$ cat src/rtl/wb_trace_streamer_if.sv
// rtl/wb_trace_streamer_if.sv - byte stream carrying trace frames toward the transmit path
interface wb_trace_streamer_if;
  logic [7:0] tx_data;
  logic       tx_valid;
  logic       tx_ready;

  modport master (output tx_data, output tx_valid, input tx_ready);
  modport slave  (input tx_data, input tx_valid, output tx_ready);
endinterface

$ cat src/rtl/wb_trace_streamer.sv
// rtl/wb_trace_streamer.sv - frames write-back commits into byte records; WB_TRACE_STAMP_EN adds cycle stamps
module wb_trace_streamer #(
  parameter int NB_DATA    = 32,
  parameter int NB_ADDR    = 5,
  parameter int FIFO_DEPTH = 16,
  parameter int NB_STAMP   = 16
) (
  input  logic                         clk,
  input  logic                         i_rst_n,
  input  logic                         i_trace_en,
  input  logic                         i_halt,
  input  logic                         i_write_enable,
  input  logic [NB_ADDR-1:0]           i_reg2write,
  input  logic [NB_DATA-1:0]           i_write_data,
  wb_trace_streamer_if.master          tx,
  output logic [$clog2(FIFO_DEPTH):0]  o_fifo_count,
  output logic                         o_overflow,
  output logic                         o_idle
);

  localparam int AW = $clog2(FIFO_DEPTH);

`ifdef WB_TRACE_STAMP_EN
  localparam int         FRAME_BYTES = 7;
  localparam logic [2:0] TAG         = 3'b110;
`else
  localparam int         FRAME_BYTES = 5;
  localparam logic [2:0] TAG         = 3'b101;
`endif
  localparam int FRAME_W = FRAME_BYTES * 8;

  typedef enum logic [1:0] {S_IDLE, S_LOAD, S_SEND} state_t;

  state_t state;
  state_t state_nxt;

  logic [NB_ADDR-1:0] mem_reg  [FIFO_DEPTH];
  logic [NB_DATA-1:0] mem_data [FIFO_DEPTH];
  logic [AW:0]        wr_ptr;
  logic [AW:0]        rd_ptr;
  logic [AW:0]        count;
  logic               empty;
  logic               full;
  logic               push_req;
  logic               push;
  logic               pop;
  logic               accept;
  logic               last_byte;
  logic [FRAME_W-1:0] shreg;
  logic [FRAME_W-1:0] frame_nxt;
  logic [2:0]         byte_idx;
  logic [NB_ADDR-1:0] head_reg;
  logic [NB_DATA-1:0] head_data;

  // Pointers carry one extra wrap bit, so with a power-of-two depth the
  // difference is the occupancy and its top bit alone means full.
  assign count     = wr_ptr - rd_ptr;
  assign empty     = (count == '0);
  assign full      = count[AW];

  // Writes to R0 are architectural no-ops, so they never produce a record.
  assign push_req  = i_trace_en & i_write_enable & ~i_halt & (i_reg2write != '0);
  // A full buffer still takes the commit when the serializer frees a slot on the same edge.
  assign push      = push_req & (~full | pop);

  assign accept    = (state == S_SEND) & tx.tx_ready;
  assign last_byte = (byte_idx == 3'(FRAME_BYTES - 1));

  assign head_reg  = mem_reg[rd_ptr[AW-1:0]];
  assign head_data = mem_data[rd_ptr[AW-1:0]];

`ifdef WB_TRACE_STAMP_EN
  logic [NB_STAMP-1:0] stamp_cnt;
  logic [NB_STAMP-1:0] mem_stamp [FIFO_DEPTH];

  // Free-running cycle counter sampled into each captured entry.
  always_ff @(posedge clk) begin
    if (!i_rst_n) stamp_cnt <= '0;
    else          stamp_cnt <= stamp_cnt + NB_STAMP'(1);
  end

  // Stamp storage written alongside the register/data entry.
  always_ff @(posedge clk) begin
    if (i_rst_n && push) mem_stamp[wr_ptr[AW-1:0]] <= stamp_cnt;
  end

  assign frame_nxt = {TAG, 5'(head_reg), 32'(head_data), 16'(mem_stamp[rd_ptr[AW-1:0]])};
`else
  assign frame_nxt = {TAG, 5'(head_reg), 32'(head_data)};
`endif

  // Commit buffer storage; contents need no reset because the pointers define validity.
  always_ff @(posedge clk) begin
    if (i_rst_n && push) begin
      mem_reg[wr_ptr[AW-1:0]]  <= i_reg2write;
      mem_data[wr_ptr[AW-1:0]] <= i_write_data;
    end
  end

  // Buffer pointers and the sticky drop flag.
  always_ff @(posedge clk) begin
    if (!i_rst_n) begin
      wr_ptr     <= '0;
      rd_ptr     <= '0;
      o_overflow <= 1'b0;
    end else begin
      if (push) wr_ptr <= wr_ptr + (AW+1)'(1);
      if (pop)  rd_ptr <= rd_ptr + (AW+1)'(1);
      if (push_req && full && !pop) o_overflow <= 1'b1;
    end
  end

  // Serializer state register.
  always_ff @(posedge clk) begin
    if (!i_rst_n) state <= S_IDLE;
    else          state <= state_nxt;
  end

  // Serializer next state and buffer pop. When a frame finishes with more work
  // queued, the next entry is loaded on that same edge and the FSM stays in
  // SEND, so consecutive frames stream without a bubble.
  always_comb begin
    state_nxt = state;
    pop       = 1'b0;
    case (state)
      S_IDLE: begin
        if (!empty) begin
          pop       = 1'b1;
          state_nxt = S_LOAD;
        end
      end
      S_LOAD: state_nxt = S_SEND;
      S_SEND: begin
        if (accept && last_byte) begin
          if (!empty) pop = 1'b1;
          else        state_nxt = S_IDLE;
        end
      end
      default: state_nxt = S_IDLE;
    endcase
  end

  // Frame shift register: the presented byte is always the top byte, and it
  // only moves on acceptance, which keeps tx_data stable while stalled.
  always_ff @(posedge clk) begin
    if (!i_rst_n) begin
      shreg    <= '0;
      byte_idx <= '0;
    end else if (pop) begin
      shreg    <= frame_nxt;
      byte_idx <= '0;
    end else if (accept) begin
      shreg    <= shreg << 8;
      byte_idx <= byte_idx + 3'd1;
    end
  end

  assign tx.tx_valid  = (state == S_SEND);
  assign tx.tx_data   = (state == S_SEND) ? shreg[FRAME_W-1 -: 8] : 8'h00;
  assign o_fifo_count = count;
  assign o_idle       = empty & (state == S_IDLE);

endmodule

$ cat src/flat_wrapper.sv
// flat-port wrapper written by rule: the top's interface ports become plain ports
module wb_trace_streamer_flat 
#(
  parameter int NB_DATA    = 32,
  parameter int NB_ADDR    = 5,
  parameter int FIFO_DEPTH = 16,
  parameter int NB_STAMP   = 16
)
  (clk, i_rst_n, i_trace_en, i_halt, i_write_enable, i_reg2write, i_write_data, o_fifo_count, o_overflow, o_idle, tx_tx_data, tx_tx_valid, tx_tx_ready);
  wb_trace_streamer_if tx_i ();
  input  logic clk;
  input  logic i_rst_n;
  input  logic i_trace_en;
  input  logic i_halt;
  input  logic i_write_enable;
  input  logic [NB_ADDR-1:0] i_reg2write;
  input  logic [NB_DATA-1:0] i_write_data;
  output logic [$clog2(FIFO_DEPTH):0] o_fifo_count;
  output logic o_overflow;
  output logic o_idle;
  output wire logic [$bits(tx_i.tx_data)-1:0] tx_tx_data;
  output wire logic [$bits(tx_i.tx_valid)-1:0] tx_tx_valid;
  input wire logic [$bits(tx_i.tx_ready)-1:0] tx_tx_ready;
  assign tx_tx_data = tx_i.tx_data;
  assign tx_tx_valid = tx_i.tx_valid;
  assign tx_i.tx_ready = tx_tx_ready;
  wb_trace_streamer #(.NB_DATA(NB_DATA), .NB_ADDR(NB_ADDR), .FIFO_DEPTH(FIFO_DEPTH), .NB_STAMP(NB_STAMP)) u_core (.clk(clk), .i_rst_n(i_rst_n), .i_trace_en(i_trace_en), .i_halt(i_halt), .i_write_enable(i_write_enable), .i_reg2write(i_reg2write), .i_write_data(i_write_data), .tx(tx_i), .o_fifo_count(o_fifo_count), .o_overflow(o_overflow), .o_idle(o_idle));
endmodule
$ cat config.mk
export PLATFORM = sky130hd
export DESIGN_NAME = wb_trace_streamer_flat
export DESIGN_NICKNAME = d
export VERILOG_FILES = /design/src/rtl/wb_trace_streamer_if.sv /design/src/rtl/wb_trace_streamer.sv /design/src/flat_wrapper.sv
export SDC_FILE = /design/constraint.sdc
export NUM_CORES = 1
export LEC_CHECK = 0
export ABC_CLOCK_PERIOD_IN_PS = 5170
export CORE_MARGIN = 1
export CORE_UTILIZATION = 45
export DETAILED_ROUTE_END_ITERATION = 8
export GPL_TIMING_DRIVEN = 0
export MAX_ROUTING_LAYER = met4
export PLACE_DENSITY = 0.73
export SYNTH_ARGS = -nofsm -noshare
export SYNTH_HDL_FRONTEND = slang
export SYNTH_SLANG_ARGS = --single-unit
$ cat constraint.sdc
create_clock -name clk -period 5.17 [get_ports clk]
set_clock_uncertainty 0.1 [all_clocks]
set_input_delay 0.517 -clock clk [delete_from_list [all_inputs] [get_ports clk]]
set_output_delay 0.517 -clock clk [all_outputs]
set_load 0.01 [all_outputs]
==> impl_metrics.toml, run 1 <==
[sta]
timing.fmax_mhz = 241.6
slew_violations = 0
worst_pin_slew_ps = 1264
slew-limit-headroom = 0.1483
rsz0062_at_grt = "false"
layout_setup_ws_ps = 1031
finalSetupViolations = 0
min_period_ps = 4139
finalCritPeriodShare = 0.8006
finalHoldViolations = 0

[run]
drv_cap = 0

[floorplanning]
start_util = 0.4562
die_width_um = 238.6
ios = 59
row_count = 86
dieHeight_um = 238.6
die_area_sq_um = 56910
core_sq_um = 55200

[routing]
wl_per_cell_um = 27.79
via_per_inst = 5.985
routed_wl_um = 59760
ant_nets = 0
first_iter_violations = 1269
first_pass_iters = 7
drc_errors = 0
vias = 12870

[grt]
grt_overflow = 0
grt_max_degree = 23
first_global_vias = 13270
grt_first_pass_wirelength_um = 88410
antenna_found_initial = 1
grtUsageTotal = 0.2256

[setup_path]
critPathMaxStageDelay_ps = 880
crit_family = "simple AND/OR/NAND/NOR gates"
cp_max_fo = 20
ff2ff_setup_slack_ps = 1030
critical_path.slowest_cell = "nor2_4"
arrival_ps = 4320
crit_required_ps = 5350
worstSetupPathType = "reg -> reg"
worst_setup_path_end_kind = "flip-flop"
start_kind = "flip-flop"
cp.buffers_inverters = 3
cp_cell_sequence = "inv_1 -> ha_1 -> inv_1 -> fa_1 -> a21o_1 -> a21oi_2 -> xnor2_2 -> a21oi_2 -> nand3_1 -> nor2_4 -> buf_12"

[power_and_ir_drop]
peakVddDrop_mv = 0.2275
internal-power_w = 0.009983
combPwrFrac = 0.209
switching_power_w = 0.003615
pwr-share-seq = 0.444
cellLeakagePower_nw = 9.377
switching_share = 0.2658
p_clk_frac = 0.347
power_density_nw_per_um2 = 459.9

[cells_and_area]
drive_gt1_frac = 0.2477
finish.net_count = 1402
area_growth_pct = 17.40
largest_reg_flops = 512
stdcell_count = 2150

[synth]
ys.flop_type = "edfxtp_1"
ys_top_cells_by_count = "592 x edfxtp_1, 177 x mux4_2, 68 x nand3_1, 60 x dfxtp_1, 43 x clkbuf_1"
netlist-cell-type-count = 38
async_reset_ff_frac = 0
syn_nets = 1250
syn_area_sq_um = 25180
synth_top_cell_by_area = "edfxtp_1"
synth_top_cell_area_share = 0.7059
synth.most_common_cell = "edfxtp_1"
yosys-top-cells-area = "edfxtp_1 71%, mux4_2 16%, dfxtp_1 4.8%, nand3_1 1.4%, o211a_1 1.2%"
synth-edff-count = 592
ys_seq_area_frac = 0.7536
syn_inst = 1195
syn_area_per_cell_sq_um = 21.07
ys_warn_count = 0
ys_ff_latch = 652

[clocking]
cts_tree = "built"
htreeDepth = 3
cts.sinks = 652
cts_resized = 0
clk-insertion-delay-late_ps = 610
cts_buffers = 68
clk_path_buf_depth = 3
root_buffer = "clkbuf_16"
postCtsSetupRepairBufs = 0
ctsHoldBuffers = 0
clkTransAtPathRegs_ps = 60

[place]
dp.cells = 2025
numPortBuffers = 56
post-place-ws_ps = 605.1
gp_congestion = 0.8893
hpwl_um = 36070

[min_path]
min_path_type = "in -> reg"

[status]
status = "complete, no violations"
-- layout make-up --
cell class / instances / area (sq um)
flip-flops and latches: 652 / 18980
clock buffers: 90 / 1847
inverters: 10 / 37.54
plain buffers: 74 / 376.6
repair buffers: 82 / 1164
fillers: 4134 / 25630
multi-input cells: 459 / 5926
diodes: 1 / 2.502
well taps: 748 / 935.9
clock inverters: 34 / 299.0
-- logic make-up after synthesis --
group / count (synthesis) / share of synthesized area
flops: 652 / 0.7536
compound gates: 82 / 0.02594
xor+xnor: 8 / 0.003081
fa+ha+maj: 12 / 0.006260
mux: 184 / 0.1611
simple gates: 173 / 0.03359
buf+inv: 84 / 0.01645
-- metal layers --
layer / up-vias / GRT usage / wire (um)
met5: - / - / 0
met4: 0 / 0.06974 / 1452
met3: 114 / 0.05647 / 6233
met2: 713 / 0.3371 / 28240
met1: 6773 / 0.3070 / 23840
li1: 5268 / - / -
-- power by group through the flow --
stage               logic [W]  registers (W)  clock network (W)
floorplan             0.00198        0.00609                  0
global placement      0.00277        0.00614                  0
detailed placement    0.00285        0.00614                  0
CTS                   0.00287        0.00603            0.00478
global route          0.00306        0.00604            0.00498
finish                0.00285        0.00604            0.00471
-- tightest hold or removal path: stages --
cell and delay, ps:
clkbuf_1 180, nand2b_1 120, mux2i_1 60
-- through the flow --
stage	util	hold WS (ps)	TNS (ps)	instance area [sq um]	power [W]
6_report	0.5356	225.5	0	29570	0.01360
5_1_grt	0.5356	245.2	0	29570	0.01409
4_1_cts	0.5356	203.7	0	29560	0.01369
3_5_place_dp	0.4967	351.4	0	27420	0.008988
3_3_place_gp	0.4837	339.9	-970760	26700	0.008910
2_1_floorplan	-	331.7	0	25200	0.008067
-- worst paths after layout --
kind / from / endpoint / depth (start not counted)
setup / recovery: u_core.wr_ptr[0] / u_core.mem_reg[7][3] / 11
hold / removal: i_rst_n / u_core.wr_ptr[4] / 3
setup reg to reg: u_core.wr_ptr[0] / u_core.mem_reg[7][3] / 11
hold reg to reg: u_core.o_overflow / u_core.o_overflow / 1
-- cell usage in the layout (no fill, tap or decap), types with 29 or more instances in the layout --
master / instances
edfxtp_1: 592
clkdlybuf4s50_1: 56
clkbuf_1: 61
mux4_2: 177
nand2_1: 41
clkbuf_16: 70
dfxtp_1: 60
nand3_1: 68
o211a_1: 29
Note: power is estimated with default switching activity, not from simulation.
==> run 2: changes to the inputs <==
--- a/config.mk
+++ b/config.mk
@@ -5,7 +5,7 @@
 export SDC_FILE = /design/constraint.sdc
 export NUM_CORES = 1
 export LEC_CHECK = 0
-export ABC_CLOCK_PERIOD_IN_PS = 5170
+export ABC_CLOCK_PERIOD_IN_PS = 3320
 export CORE_MARGIN = 1
 export CORE_UTILIZATION = 45
 export DETAILED_ROUTE_END_ITERATION = 8
==> constraint.sdc (replaced) <==
create_clock -name clk -period 3.32 [get_ports clk]
set_clock_uncertainty 0.1 [all_clocks]
set_input_delay 0.332 -clock clk [delete_from_list [all_inputs] [get_ports clk]]
set_output_delay 0.332 -clock clk [all_outputs]
set_load 0.01 [all_outputs]
==> impl_metrics.toml, run 2 (synthesis gave the netlist of run 1 again) <==
[status]
status = "complete, no violations"

[place]
hpwl_um = 36300
gp_congestion = 0.8988
numPortBuffers = 56
dp.cells = 2028

[sta]
rsz0062_at_grt = "false"
min_period_ps = 3213
timing.fmax_mhz = 311.2
fin_setup_tns_ps = 0
slew_violations = 0
finalHoldViolations = 0
worst_pin_slew_ps = 1221
slew-limit-headroom = 0.1861
finalCritPeriodShare = 0.9678
finalSetupViolations = 0

[setup_path]
start_kind = "flip-flop"
crit_required_ps = 3520
ff2ff_setup_slack_ps = 110
ff2ff_path_depth = 12
crit-reg2reg-launch = "u_core.wr_ptr[0]"
worstSetupPathType = "reg -> reg"
regToRegEndpoint = "u_core.mem_data[1][27]"
worst_setup_path_end_kind = "flip-flop"
cp_max_fo = 13
arrival_ps = 3420

[grt]
grt_overflow = 0
grt_max_degree = 24
grt_first_pass_wirelength_um = 85640
first_global_vias = 13080
grtUsageTotal = 0.2164
antenna_found_initial = 2

[min_path]
min-delay-start = "tx_tx_ready"
whs_path_depth = 4
min_delay_worst_endpoint = "u_core.byte_idx[2]"
min_path_type = "in -> reg"

[floorplanning]
dieHeight_um = 238.6
die_area_sq_um = 56910
die_width_um = 238.6
core_sq_um = 55200
row_count = 86
ios = 59
start_util = 0.4562

[cells_and_area]
stdcell_count = 2161
largest_reg_flops = 512
area_growth_pct = 18.00
drive_gt1_frac = 0.2644
final_cell_mix = "592 x edfxtp_1, 177 x mux4_2, 64 x nand3_1, 61 x clkbuf_16, 59 x clkbuf_1"
mostFrequentLayoutCell = "edfxtp_1"
finish.net_count = 1419

[routing]
vias = 12700
via_per_inst = 5.877
routed_wl_um = 58250
wl_per_cell_um = 26.96
ant_nets = 0
first_pass_iters = 5
drc_errors = 0
first_iter_violations = 1289

[clocking]
clk_path_buf_depth = 3
root_buffer = "clkbuf_16"
clkTransAtPathRegs_ps = 60
htreeDepth = 2
clk-insertion-delay-late_ps = 620
cts_buffers = 61
cts_tree = "built"
cts.sinks = 652

[power_and_ir_drop]
cellLeakagePower_nw = 9.422
peakVddDrop_mv = 0.4161
power_density_nw_per_um2 = 689.8

[run]
drv_cap = 0
run 2: cell types whose count changed in the layout (fill, tap and decap cells not counted), moves of 3 or more:
cell	change
nand3_2	+3
dfxtp_1	-4
clkbuf_16	-9
buf_12	+10
buf_16	+3
buf_8	-3
nand3_1	-4
buf_4	+13
run 2: layout make-up:
cell class	instances	area [sq um]
antenna	2	5.005
buffer	74	377.9
clock buffer	81	1632
clock inverter	29	247.7
fill	4061	25480
inverter	10	40.04
multi-input combinational	459	5986
sequential	652	18990
tap	748	935.9
timing repair buffer	106	1504
run 2: what timing repair did:
item / in CTS / in global routing
hold endpoints to repair: 2 / 0
gates resized for setup: 9 / 9
setup endpoints to repair: 473 / 175
hold buffers: 1 / 0
pin swaps: 12 / 7
setup buffers: 13 / 7
run 2: worst max path at each step:
stage	slack (ps)	from	depth (start not counted)	end
after detailed placement	-940	i_reg2write[0]	8	u_core.mem_reg[7][4]
after global routing	30	u_core.wr_ptr[0]	9	o_idle
after global placement	-2110	i_reg2write[0]	6	u_core.mem_data[10][9]
after floorplan	-180	u_core.wr_ptr[0]	10	u_core.mem_data[5][0]
after CTS	-7	u_core.wr_ptr[0]	12	u_core.mem_data[3][16]
final	110	u_core.wr_ptr[0]	12	u_core.mem_data[1][27]
run 2: through the flow:
stage	setup slack [ps]	area, sq um	power [W]	utilization	hold WS, ps
after global routing	28.98	29720	0.02121	0.5383	117.8
after global placement	-2111	26810	0.01389	0.4856	353.9
after CTS	-6.994	29630	0.02058	0.5369	64.21
final	107.0	29720	0.02050	0.5383	91.22
after floorplan	-175.8	25310	0.01259	-	330.9
after detailed placement	-944.6	27550	0.01398	0.4991	356.5
run 2: worst max-delay path: stages (launching register included):
cell and delay, ps:
dfxtp_4 360, inv_4 80, ha_4 130, inv_2 30, fa_2 340, a21o_1 180
a21oi_2 160, xnor2_2 100, a21oi_4 340, nand3_2 290, nor3_4 400, buf_16 220
buf_16 180
run 2: report_power, final:
group / total (W) / switching [W] / internal, W
sequential: 0.00940 / 0.000176 / 0.00922
clock: 0.00663 / 0.00289 / 0.00374
combinational: 0.00447 / 0.00236 / 0.00211
total: 0.0205 / 0.00543 / 0.0151
run 2: routing by layer:
layer / share of wire / vias up / global-route usage
met5: 0 / - / -
met4: 0.033 / 0 / 0.08100
met3: 0.084 / 129 / 0.04273
met2: 0.48 / 627 / 0.3293
met1: 0.40 / 6660 / 0.2913
li1: - / 5284 / -
